## config.mk

```make
export PLATFORM = sky130hd
export DESIGN_NAME = player_bullet
export DESIGN_NICKNAME = d
export VERILOG_FILES = /design/src/rtl/player_bullet.sv
export SDC_FILE = /design/constraint.sdc
export NUM_CORES = 1
export LEC_CHECK = 0
export CORE_UTILIZATION = 30
export DETAILED_ROUTE_END_ITERATION = 7
export GPL_TIMING_DRIVEN = 0
export HOLD_SLACK_MARGIN = 0.05
export PLACE_DENSITY = 0.63
export SLEW_MARGIN = 0
export SYNTH_ARGS = -nofsm -noshare
export SYNTH_HDL_FRONTEND = slang
export SYNTH_SLANG_ARGS = --single-unit
```

## constraint.sdc

```tcl
create_clock -name clk -period 2.9 [get_ports clk]
set_input_delay 0.725 -clock clk [delete_from_list [all_inputs] [get_ports clk]]
set_output_delay 0.725 -clock clk [all_outputs]
set_load 0.02 [all_outputs]
```

## src/rtl/player_bullet.sv

```systemverilog
// -----------------------------------------------------------------------------
// player_bullet
//
// Player projectile stage that sits after the ship sprite block. It launches a
// single bullet from the ship's nose when fire is requested, moves it up by
// SPEED pixels on every frame tick, and retires it on a hit or when it would
// leave the top of the screen. After a retirement the block waits
// COOLDOWN_FRAMES frame ticks before it can launch again.
//
// Ports
//   clk            pixel clock; all state lives in this domain
//   rst_n          asynchronous active-low reset
//   v_sync         vertical sync (clk domain); its rising edge is the frame tick
//   fire           debounced fire button level
//   ship_x_pos     ship left X
//   hit            collision logic reports the bullet struck a target
//   pix_x, pix_y   current beam position
//   bullet_active  bullet in flight
//   bullet_x       bullet left X (frozen at launch)
//   bullet_y       bullet top Y
//   bullet_on      beam is inside the active bullet box (combinational)
//   shot_fired     one-cycle pulse on launch
// -----------------------------------------------------------------------------
module player_bullet #(
    parameter int unsigned SPEED           = 6,
    parameter int unsigned BULLET_W        = 2,
    parameter int unsigned BULLET_H        = 6,
    parameter int unsigned SHIP_Y          = 440,
    parameter int unsigned SHIP_W          = 13,
    parameter int unsigned COOLDOWN_FRAMES = 8
) (
    input  logic       clk,
    input  logic       rst_n,
    input  logic       v_sync,
    input  logic       fire,
    input  logic [9:0] ship_x_pos,
    input  logic       hit,
    input  logic [9:0] pix_x,
    input  logic [9:0] pix_y,
    output logic       bullet_active,
    output logic [9:0] bullet_x,
    output logic [9:0] bullet_y,
    output logic       bullet_on,
    output logic       shot_fired
);

    // -------------------------------------------------------------------------
    // Constants
    // -------------------------------------------------------------------------
    localparam logic [1:0] IDLE     = 2'd0;
    localparam logic [1:0] FLYING   = 2'd1;
    localparam logic [1:0] COOLDOWN = 2'd2;

    // Counter must hold COOLDOWN_FRAMES; a value of 0 or 1 needs only one bit.
    localparam int unsigned CNT_W =
        (COOLDOWN_FRAMES < 2) ? 1 : $clog2(COOLDOWN_FRAMES + 1);

    localparam logic [9:0]       SPAWN_Y  = 10'(SHIP_Y - BULLET_H);
    localparam logic [9:0]       X_OFFSET = 10'(SHIP_W / 2 - BULLET_W / 2);
    localparam logic [9:0]       STEP_Y   = 10'(SPEED);
    localparam logic [10:0]      BOX_W    = 11'(BULLET_W);
    localparam logic [10:0]      BOX_H    = 11'(BULLET_H);
    localparam logic [CNT_W-1:0] CD_LOAD  = CNT_W'(COOLDOWN_FRAMES);
    localparam logic [CNT_W-1:0] CNT_ONE  = CNT_W'(1);

    // -------------------------------------------------------------------------
    // State
    // -------------------------------------------------------------------------
    logic [1:0]       state_q, state_d;
    logic             active_q, active_d;
    logic [9:0]       x_q, x_d;
    logic [9:0]       y_q, y_d;
    logic [CNT_W-1:0] cnt_q, cnt_d;
    logic             pending_q, pending_d;
    logic             shot_q, shot_d;
    logic             v_sync_d;

    logic             tick;
    logic             launch;
    logic [9:0]       spawn_x;

    // -------------------------------------------------------------------------
    // Frame tick
    // -------------------------------------------------------------------------
    // v_sync_d resets high so a v_sync already high at reset release is not
    // mistaken for a rising edge.
    assign tick = v_sync & ~v_sync_d;

    // ship_x_pos is at most 627, so the spawn X fits in 10 bits.
    assign spawn_x = ship_x_pos + X_OFFSET;

    // -------------------------------------------------------------------------
    // Next-state logic
    // -------------------------------------------------------------------------
    always_comb begin
        state_d   = state_q;
        active_d  = active_q;
        x_d       = x_q;
        y_d       = y_q;
        cnt_d     = cnt_q;
        pending_d = 1'b0;   // presses are not queued outside IDLE
        launch    = 1'b0;

        case (state_q)
            IDLE: begin
                // A press in the same cycle as the tick still launches.
                launch = tick & (pending_q | fire);
                if (launch) begin
                    state_d  = FLYING;
                    x_d      = spawn_x;
                    y_d      = SPAWN_Y;
                    active_d = 1'b1;
                end else begin
                    pending_d = pending_q | fire;
                end
            end

            FLYING: begin
                // Hit takes priority over a coincident tick: no move.
                if (hit) begin
                    state_d  = COOLDOWN;
                    active_d = 1'b0;
                    cnt_d    = CD_LOAD;
                end else if (tick) begin
                    // Test before subtracting so bullet_y never wraps.
                    if (y_q < STEP_Y) begin
                        state_d  = COOLDOWN;
                        active_d = 1'b0;
                        cnt_d    = CD_LOAD;
                    end else begin
                        y_d = y_q - STEP_Y;
                    end
                end
            end

            COOLDOWN: begin
                if (tick) begin
                    // <= 1 makes a zero load behave like one frame.
                    if (cnt_q <= CNT_ONE) begin
                        state_d = IDLE;
                    end else begin
                        cnt_d = cnt_q - CNT_ONE;
                    end
                end
            end

            default: begin
                state_d  = IDLE;
                active_d = 1'b0;
            end
        endcase
    end

    assign shot_d = launch;

    // -------------------------------------------------------------------------
    // Registers
    // -------------------------------------------------------------------------
    always_ff @(posedge clk or negedge rst_n) begin
        if (!rst_n) begin
            state_q   <= IDLE;
            active_q  <= 1'b0;
            x_q       <= 10'd0;
            y_q       <= 10'd0;
            cnt_q     <= '0;
            pending_q <= 1'b0;
            shot_q    <= 1'b0;
            v_sync_d  <= 1'b1;
        end else begin
            state_q   <= state_d;
            active_q  <= active_d;
            x_q       <= x_d;
            y_q       <= y_d;
            cnt_q     <= cnt_d;
            pending_q <= pending_d;
            shot_q    <= shot_d;
            v_sync_d  <= v_sync;
        end
    end

    // -------------------------------------------------------------------------
    // Outputs
    // -------------------------------------------------------------------------
    assign bullet_active = active_q;
    assign bullet_x      = x_q;
    assign bullet_y      = y_q;
    assign shot_fired    = shot_q;

    // Box test in 11 bits so the right/bottom edges cannot overflow.
    always_comb begin
        bullet_on = active_q
                 && ({1'b0, pix_x} >= {1'b0, x_q})
                 && ({1'b0, pix_x} <  ({1'b0, x_q} + BOX_W))
                 && ({1'b0, pix_y} >= {1'b0, y_q})
                 && ({1'b0, pix_y} <  ({1'b0, y_q} + BOX_H));
    end

endmodule

```

==> flow_metrics.tcl, run 1 <==
set metrics [dict create \
    outcome "finished with violations" \
    violations "setup timing" \
    setup_viol 1 \
    fmax_mhz 307.5 \
    design.die.area_um2 9115 \
    timing.final.ws_setup_ns -0.3516 \
    r2r_slack_ns 0.95 \
    crit_path_end_kind "primary output" \
    final_cell_mix "clkdlybuf4s50_1 (43), ha_1 (40), nand2_1 (27)" \
    die_w_um 95.48 \
    clk_path_buf_depth 2 \
    ys_seq_area_frac 0.2773 \
    core-area_um2 8341 \
    via_count 2357 \
    syn_area_um2 2621 \
    crit_path_end "bullet_on" \
    setup_tns_ns -0.3516 \
    netlist.area_leader.share 0.2673 \
    period_share 1.121 \
    syn_avg_cell_area_um2 9.070 \
    drtIter0Drc 70 \
    syn_inst 289 \
    vdd_drop_max_mv 0.3197 \
    synth_seq_cells 29 \
    hp-class "in2async" \
    antenna_found_initial 0 \
    final_common_cell "clkdlybuf4s50_1" \
    final_area_um2 3561 \
    cts_sinks 29 \
    syn_nets 367 \
    finalWirelength_um 6595 \
    cts_tree "yes" \
    synth.top_cells.by_area "dfrtp_1 (27%), ha_1 (21%), xnor2_1 (7.0%)" \
    syn2layout_area_growth_pct 35.85 \
    clkTransAtPathRegs_ns 0.06 \
    rsz0062_at_grt "yes" \
    cap_violations 0 \
    leakagePower_nw 1.559 \
    cts.htree.levels 2 \
    cp_max_fo 4 \
    slowest_delay_ns 0.43 \
    ys_async_sr_fraction 1.000 \
    num_antenna_cells 0 \
    grt_pass1_wl_um 10950 \
    slew_headroom 0.4204 \
    rows 33 \
    fin_cells 469 \
    numCtsBuffers 5 \
    antenna_left 0 \
    synth-edff-count 0 \
    grt_pass1_vias 2374 \
    start_kind "flip-flop" \
    dp_slack_ns -0.9493 \
    port_buffers 55 \
    drive_above_1_share 0.1566 \
    grt_max_degree 30 \
    synth_cell_types 54 \
    p_per_area_nw_per_um2 747.6 \
    worstMarginPinSlew_ns 0.8585 \
    path_cells "buf_8 > o2111ai_4 > nor2_1 > xnor2_1 > ha_1 > a21o_1 > a21oi_2 > o211ai_1 > a221oi_2 > o211a_1 > buf_6" \
    io_pins 58 \
    placed_cells 449 \
    clkLatencyLatePin_ns 0.29 \
    fin_nets 441 \
    maxSlewViolCount 0 \
    path_class "reg2out" \
    final.min_clock_period_ns 3.252 \
    wire_per_inst_um 14.06 \
    finClkSkew_ns 0.009111 \
    finalHoldViolations 0 \
    p_total_mw 2.662 \
    crit_path_top_delay_cell "dfrtp_2" \
    cp.required_ns 2.17 \
    overflow 0 \
    synth_flop_cell "dfrtp_1" \
    grt_usage 0.1550 \
    yosysWarnings 0 \
    cts_hold_buf 0 \
    worstPathArrival_ns 2.53 \
    globalplace.congestion 0.7894 \
    die_h_um 95.48 \
    yosys.area.top_type "dfrtp_1" \
    r2r-end "state_q[1]$_DFFE_PN0P_" \
    dp_hpwl_um 5197 \
    root_buffer "clkbuf_8" \
    firstDrtPassIters 4 \
    placed_area_um2 3346 \
    route.detailed.drc 0 \
    viasPerCell 5.026 \
    rr_startpoint "cnt_q[1]$_DFFE_PN0P_" \
    start_util 0.3143 \
    r2r_cells 6 \
    crit_start "bullet_y[1]$_DFFE_PN0P_" \
]
## flip-flops by register name (all words and copies together), names as in the netlist
signal,flops
bullet_active,1
v_sync_d,1
bullet_y,9
shot_fired,1
state_q,2
cnt_q,4
pending_q,1
bullet_x,10
## worst min-delay path by stage
| stage | to | cells past startpoint | slack [ns] |
|---|---|---|---|
| 2_1_floorplan | bullet_active$_DFFE_PN0P_ | 0 | 0.43 |
| 3_3_place_gp | cnt_q[3]$_DFFE_PN0P_ | 2 | 0.51 |
| 3_5_place_dp | pending_q$_DFF_PN0_ | 1 | 0.52 |
| 4_1_cts | pending_q$_DFF_PN0_ | 1 | 0.52 |
| 5_1_grt | cnt_q[0]$_DFFE_PN0P_ | 1 | 0.51 |
| 6_report | cnt_q[0]$_DFFE_PN0P_ | 1 | 0.46 |
## what timing repair did
item                                    CTS  global route
resized for setup                        28             0
setup buffers                            12             0
pin swaps                                18             0
endpoints found under the setup margin    1             1
## through the flow
step                hold slack, ns    util
finish                      0.4630  0.4269
global route                0.5075  0.4269
CTS                         0.5240  0.4275
detailed placement          0.5159  0.4011
global placement            0.5076  0.4011
floorplan                   0.4294       -
## kinds of logic (layout without fill, tap and decap cells)
| group | Yosys count | in the layout | share of synthesized area |
|---|---|---|---|
| compound gates | 68 | 68 | 0.1699 |
| xor+xnor | 26 | 26 | 0.08687 |
| fa+ha+maj | 43 | 43 | 0.2053 |
| buf+inv | 34 | 109 | 0.07160 |
| flops | 29 | 29 | 0.2773 |
| mux | 1 | 1 | 0.003819 |
| other cells | 1 | 1 | 0.001431 |
| simple gates | 87 | 87 | 0.1838 |
## power breakdown
group	switching, mW	leakage, nW	internal, mW
Combinational	0.808	1.17	0.766
Clock	0.151	0.0455	0.193
Sequential	0.190	0.341	0.553
## worst max-delay path, delay by kind of cell, from the launching register on
kind            cells  cell delay (ns)
buf+inv             2             0.26
xor+xnor            1             0.20
simple gates        1             0.07
flops               1             0.43
fa+ha+maj           1             0.27
compound gates      6             1.01
## final cells by class
class | instances | area, µm²
inverters | 26 | 112.6
well taps | 105 | 131.4
clock buffers | 8 | 90.09
plain buffers | 8 | 85.08
repair buffers | 67 | 624.3
multi-input cells | 226 | 1783
flip-flops and latches | 29 | 734.5
fillers | 855 | 4780
## metal layers
metal  vias to the layer above  global-route usage  wire, µm
li1                       1186                   -         -
met2                        38              0.2690      3211
met3                         9             0.03190       240
met1                      1124              0.1917      3042
met5                         -                   0         0
met4                         0             0.04726       101
## Yosys cell counts, types with 2 or more instances
master and n:
xor2_1 5, and2_1 3, o21ai_0 19, a21o_1 4, a2111oi_0 3, buf_6 2
a211oi_1 2, buf_4 3, a31oi_1 2, a21oi_1 15, ha_1 43, nand2b_1 3
nor2b_1 2, o211ai_1 4, o31ai_1 3, nor2_1 14, o21bai_1 2, xnor2_1 21
nand2_1 27, nor4_1 4, o21a_1 2, nand3_1 10, dfrtp_1 28, clkbuf_8 2
a211o_1 2, inv_1 25, and3_1 2, nor3_1 6, nand4_1 6
Note: power is estimated with default switching activity, not from simulation.
==> inputs of run 2 (changes only) <==
--- a/config.mk
+++ b/config.mk
@@ -7,7 +7,7 @@
 export LEC_CHECK = 0
 export CORE_UTILIZATION = 30
 export DETAILED_ROUTE_END_ITERATION = 7
-export GPL_TIMING_DRIVEN = 0
+export GPL_TIMING_DRIVEN = 1
 export HOLD_SLACK_MARGIN = 0.05
 export PLACE_DENSITY = 0.63
 export SLEW_MARGIN = 0
==> flow_metrics.tcl, run 2 (same netlist as run 1, synthesis figures left out) <==
set metrics [dict create \
    worstMarginPinSlew_ns 0.8327 \
    antenna_found_initial 0 \
    firstDrtPassIters 4 \
    viasPerCell 4.833 \
    rsz0062_at_grt "yes" \
    r2r_slack_ns 0.97 \
    hp-class "reg2reg" \
    crit_start "pix_x[8]" \
    whs_path_depth 2 \
    dp_hpwl_um 5724 \
    power_frac_clock 0.109 \
    final.min_clock_period_ns 3.166 \
    vdd_drop_max_mv 0.2266 \
    p_per_area_nw_per_um2 759.1 \
    finalHoldViolations 0 \
    largest_register_ff_count 10 \
    switchingPower_mw 1.248 \
    min_delay_worst_endpoint "cnt_q[3]$_DFFE_PN0P_" \
    rows 33 \
    wire_per_inst_um 13.82 \
    finClkSkew_ns 0.006168 \
    r2r-end "cnt_q[2]$_DFFE_PN0P_" \
    root_buffer "clkbuf_8" \
    final_common_cell "buf_4" \
    io_pins 58 \
    cp_max_fo 2 \
    p_int_mw 1.719 \
    globalplace.congestion 0.8021 \
    multi_input_area_um2 1863 \
    grt_pass1_vias 2566 \
    p_total_mw 2.967 \
    worstHoldStart "cnt_q[3]$_DFFE_PN0P_" \
    combPwrFrac 0.654 \
    nFillCells 833 \
    fmax_mhz 315.8 \
    overflow 0 \
    slew_headroom 0.4378 \
    dp_slack_ns -0.9208 \
    core-area_um2 8341 \
    drtIter0Drc 78 \
    maxSlewViolCount 0 \
    timing.final.ws_setup_ns -0.2664 \
    cts_sinks 29 \
    num_antenna_cells 0 \
    outcome "finished with violations" \
    clkTransAtPathRegs_ns 0.06 \
    leakagePower_nw 1.746 \
    route.detailed.drc 0 \
    period_share 1.092 \
    drive_above_1_share 0.2655 \
    violations "setup timing" \
    grt_pass1_wl_um 11810 \
    start_kind "input port" \
    seq_power_share 0.237 \
    cts_hold_buf 0 \
    cp.required_ns 2.17 \
    fin_nets 480 \
    placed_cells 493 \
    r2r_cells 7 \
    die_h_um 95.48 \
    via_count 2455 \
    final_cell_mix "buf_4 (59), clkdlybuf4s50_1 (44), ha_1 (36)" \
    port_buffers 55 \
    design.die.area_um2 9115 \
    syn2layout_area_growth_pct 49.12 \
    grt_max_degree 30 \
    antenna_left 0 \
    crit_path_end_kind "primary output" \
    setup_viol 1 \
    path_class "in2out" \
    switching_share 0.4205 \
    fin_cells 508 \
    final_util 0.4686 \
    worstPathArrival_ns 2.44 \
    cts_tree "yes" \
    start_util 0.3143 \
    cap_violations 0 \
    finalWirelength_um 7021 \
    ff_latch_area_um2 733.2 \
    clkLatencyLatePin_ns 0.28 \
    rr_startpoint "cnt_q[1]$_DFFE_PN0P_" \
    die_w_um 95.48 \
    clk_path_buf_depth 2 \
    numCtsBuffers 5 \
    hold_ws_ns 0.5238 \
    grt_usage 0.1669 \
    cts.htree.levels 2 \
]
run 2: cell count changes in the layout (fill, tap and decap cells not counted), moves of 3 or more:
cell      previous run  this run
ha_4                 1         6
buf_4               14        59
ha_1                40        36
clkbuf_8             8         5
run 2: how the worst max path moves through the flow:
stage	end	slack, ns	depth (start not counted)
floorplan	bullet_on	-0.05	12
finish	bullet_on	-0.27	7
global route	bullet_on	-0.40	10
CTS	bullet_on	-0.27	10
global placement	bullet_on	-0.87	7
detailed placement	bullet_on	-0.92	7
run 2: layer usage:
metal	vias to the layer above	routed length (µm)	part of all wire	global-route usage
li1	1261	-	-	-
met1	1159	3342	0.48	0.2127
met2	29	3430	0.49	0.2976
met3	6	185	0.026	0.02392
met4	0	62	0.0088	0.03483
met5	-	0	0	0
run 2: per-stage QoR:
step	TNS (ns)	cell area, µm²
after floorplan	-0.05234	2664
after global placement	-0.8739	3655
after detailed placement	-0.9208	3655
after CTS	-0.2686	3909
after global routing	-0.4049	3909
final	-0.2664	3909
run 2: layout make-up:
type,count,share of cell area
timing repair buffer,114,0.2513
sequential,29,0.1876
inverter,26,0.02881
tap,105,0.03361
clock buffer,5,0.01761
clock inverter,3,0.004481
multi-input combinational,226,0.4766
run 2: power groups by stage:
stage	logic [mW]	registers (mW)	clock network, mW
floorplan	0.828	0.823	0
global placement	1.72	0.688	0
detailed placement	1.76	0.694	0
CTS	1.94	0.702	0.336
global route	2.15	0.723	0.351
finish	1.94	0.705	0.322
run 2: timing repair:
item / 4_1_cts / 5_1_grt
setup buffers: 8 / 0
gates cloned: 0 / 0
pin swaps: 31 / 3
endpoints found under the setup margin: 1 / 1
resized for setup: 40 / 0
run 2: worst max-delay path, stage by stage:
cell,delay (ns)
dlygate4sd2_1,0.25
ha_1,0.31
nand4_1,0.14
o41a_1,0.43
a221oi_2,0.27
o211a_1,0.20
buf_6,0.12
==> inputs of run 3 (changes only) <==
--- a/config.mk
+++ b/config.mk
@@ -5,6 +5,7 @@
 export SDC_FILE = /design/constraint.sdc
 export NUM_CORES = 1
 export LEC_CHECK = 0
+export CORE_MARGIN = 10
 export CORE_UTILIZATION = 30
 export DETAILED_ROUTE_END_ITERATION = 7
 export GPL_TIMING_DRIVEN = 1
==> flow_metrics.tcl, run 3 (same netlist as run 1, synthesis figures left out) <==
set metrics [dict create \
    path_cells "clkdlybuf4s50_1 > ha_1 > a2111oi_1 > buf_4 > a221oi_2 > o211a_1 > buf_6" \
    antenna_found_initial 0 \
    final.min_clock_period_ns 3.163 \
    grt_pass1_wl_um 12680 \
    cts_tree "yes" \
    cts_sinks 29 \
    cp_max_fo 3 \
    io_pins 58 \
    clkLatencyLatePin_ns 0.28 \
    dp_hpwl_um 6122 \
    seq_power_share 0.241 \
    clk_path_buf_depth 2 \
    rows 34 \
    finalWirelength_um 7347 \
    final_area_um2 3881 \
    path_class "in2out" \
    setup_viol 1 \
    period_share 1.091 \
    grt_max_degree 19 \
    rr_startpoint "cnt_q[0]$_DFFE_PN0P_" \
    numCtsBuffers 5 \
    fmax_mhz 316.2 \
    firstDrtPassIters 4 \
    crit_path_top_delay_cell "clkdlybuf4s50_1" \
    leakagePower_nw 1.746 \
    num_antenna_cells 0 \
    die_w_um 113.5 \
    cts.htree.levels 2 \
    worstPathArrival_ns 2.44 \
    vdd_drop_max_mv 0.2746 \
    hold_ws_ns 0.5272 \
    timing.final.ws_setup_ns -0.2626 \
    port_buffers 55 \
    switchingPower_mw 1.224 \
    worstHoldStart "state_q[1]$_DFFE_PN0P_" \
    outcome "finished with violations" \
    cts_hold_buf 0 \
    min_delay_worst_endpoint "pending_q$_DFF_PN0_" \
    route.detailed.drc 0 \
    grt_usage 0.1169 \
    drtIter0Drc 100 \
    violations "setup timing" \
    start_util 0.3050 \
    root_buffer "clkbuf_8" \
    core-area_um2 8593 \
    nFillCells 847 \
    switching_share 0.4225 \
    cap_violations 0 \
    via_count 2441 \
    crit_buf_inv 3 \
    hp-class "reg2reg" \
    viasPerCell 4.796 \
    setup_tns_ns -0.2626 \
    p_per_area_nw_per_um2 746.5 \
    wire_per_inst_um 14.43 \
    r2r_cells 7 \
    rsz0062_at_grt "yes" \
    p_int_mw 1.673 \
    design.die.area_um2 12880 \
    overflow 0 \
    r2r_slack_ns 0.96 \
    antenna_left 0 \
    syn2layout_area_growth_pct 48.07 \
    drive_above_1_share 0.2544 \
    slew_headroom 0.4365 \
    start_kind "input port" \
    finalHoldViolations 0 \
    final_common_cell "buf_4" \
    crit_path_end_kind "primary output" \
    worstMarginPinSlew_ns 0.8346 \
    critPathTopFamily "buffers and inverters" \
    fin_nets 478 \
    clkTransAtPathRegs_ns 0.06 \
    maxSlewViolCount 0 \
    largest_register_ff_count 10 \
    r2r-end "cnt_q[2]$_DFFE_PN0P_" \
    finClkSkew_ns 0.004693 \
    die_h_um 113.5 \
    whs_path_depth 1 \
    cp.required_ns 2.17 \
    final_cell_mix "buf_4 (56), clkdlybuf4s50_1 (42), ha_1 (37)" \
    placed_area_um2 3701 \
    slowest_delay_ns 0.44 \
    power_frac_clock 0.109 \
    grt_pass1_vias 2667 \
    globalplace.congestion 0.8580 \
    combPwrFrac 0.650 \
]
==> run 3: per-stage QoR <==
stage                     utilization  instances  power (mW)  setup WS, ns
after floorplan                     -        289       1.652      -0.05234
after global placement         0.4307        500       2.434       -0.8945
after detailed placement       0.4307        500       2.480       -0.9266
after CTS                      0.4517        509       2.922       -0.2565
after global routing           0.4517        509       3.159       -0.3763
final                          0.4517        509       2.897       -0.2626
==> run 3: power groups by stage <==
stage / clock network, mW / logic, mW / registers (mW)
after detailed placement: 0 / 1.79 / 0.690
after CTS: 0.331 / 1.89 / 0.698
final: 0.316 / 1.88 / 0.699
after global routing: 0.343 / 2.09 / 0.724
after global placement: 0 / 1.75 / 0.686
after floorplan: 0 / 0.828 / 0.823
==> run 3: timing repair <==
item	4_1_cts	5_1_grt
cloned	0	0
hold endpoints to repair	0	0
setup buffers	1	0
resized for setup	39	0
pin swaps	26	2
setup endpoints to repair	1	1
==> run 3: area by class of cell <==
type / instances / area, µm² / share of cell area
Timing Repair Buffer: 112 / 977.2 / 0.2518
Sequential cell: 29 / 733.2 / 0.1889
Inverter: 26 / 112.6 / 0.02901
Clock inverter: 2 / 10.01 / 0.002579
Clock buffer: 6 / 72.57 / 0.01870
Tap cell: 108 / 135.1 / 0.03482
Multi-Input combinational cell: 226 / 1841 / 0.4742
==> run 3: how the worst max path moves through the flow <==
stage,cells after the start,slack [ns],end,start
floorplan,12,-0.05,bullet_on,bullet_y[1]$_DFFE_PN0P_
global placement,7,-0.89,bullet_on,pix_x[6]
detailed placement,7,-0.93,bullet_on,pix_x[6]
CTS,12,-0.26,bullet_on,bullet_y[1]$_DFFE_PN0P_
global route,12,-0.38,bullet_on,bullet_y[2]$_DFFE_PN0P_
finish,7,-0.26,bullet_on,pix_y[9]
==> run 3: routing by layer <==
metal,GRT usage,wire [µm]
met4,0.02876,85
met3,0.02730,246
met5,0,0
met1,0.1419,3413
met2,0.2024,3602
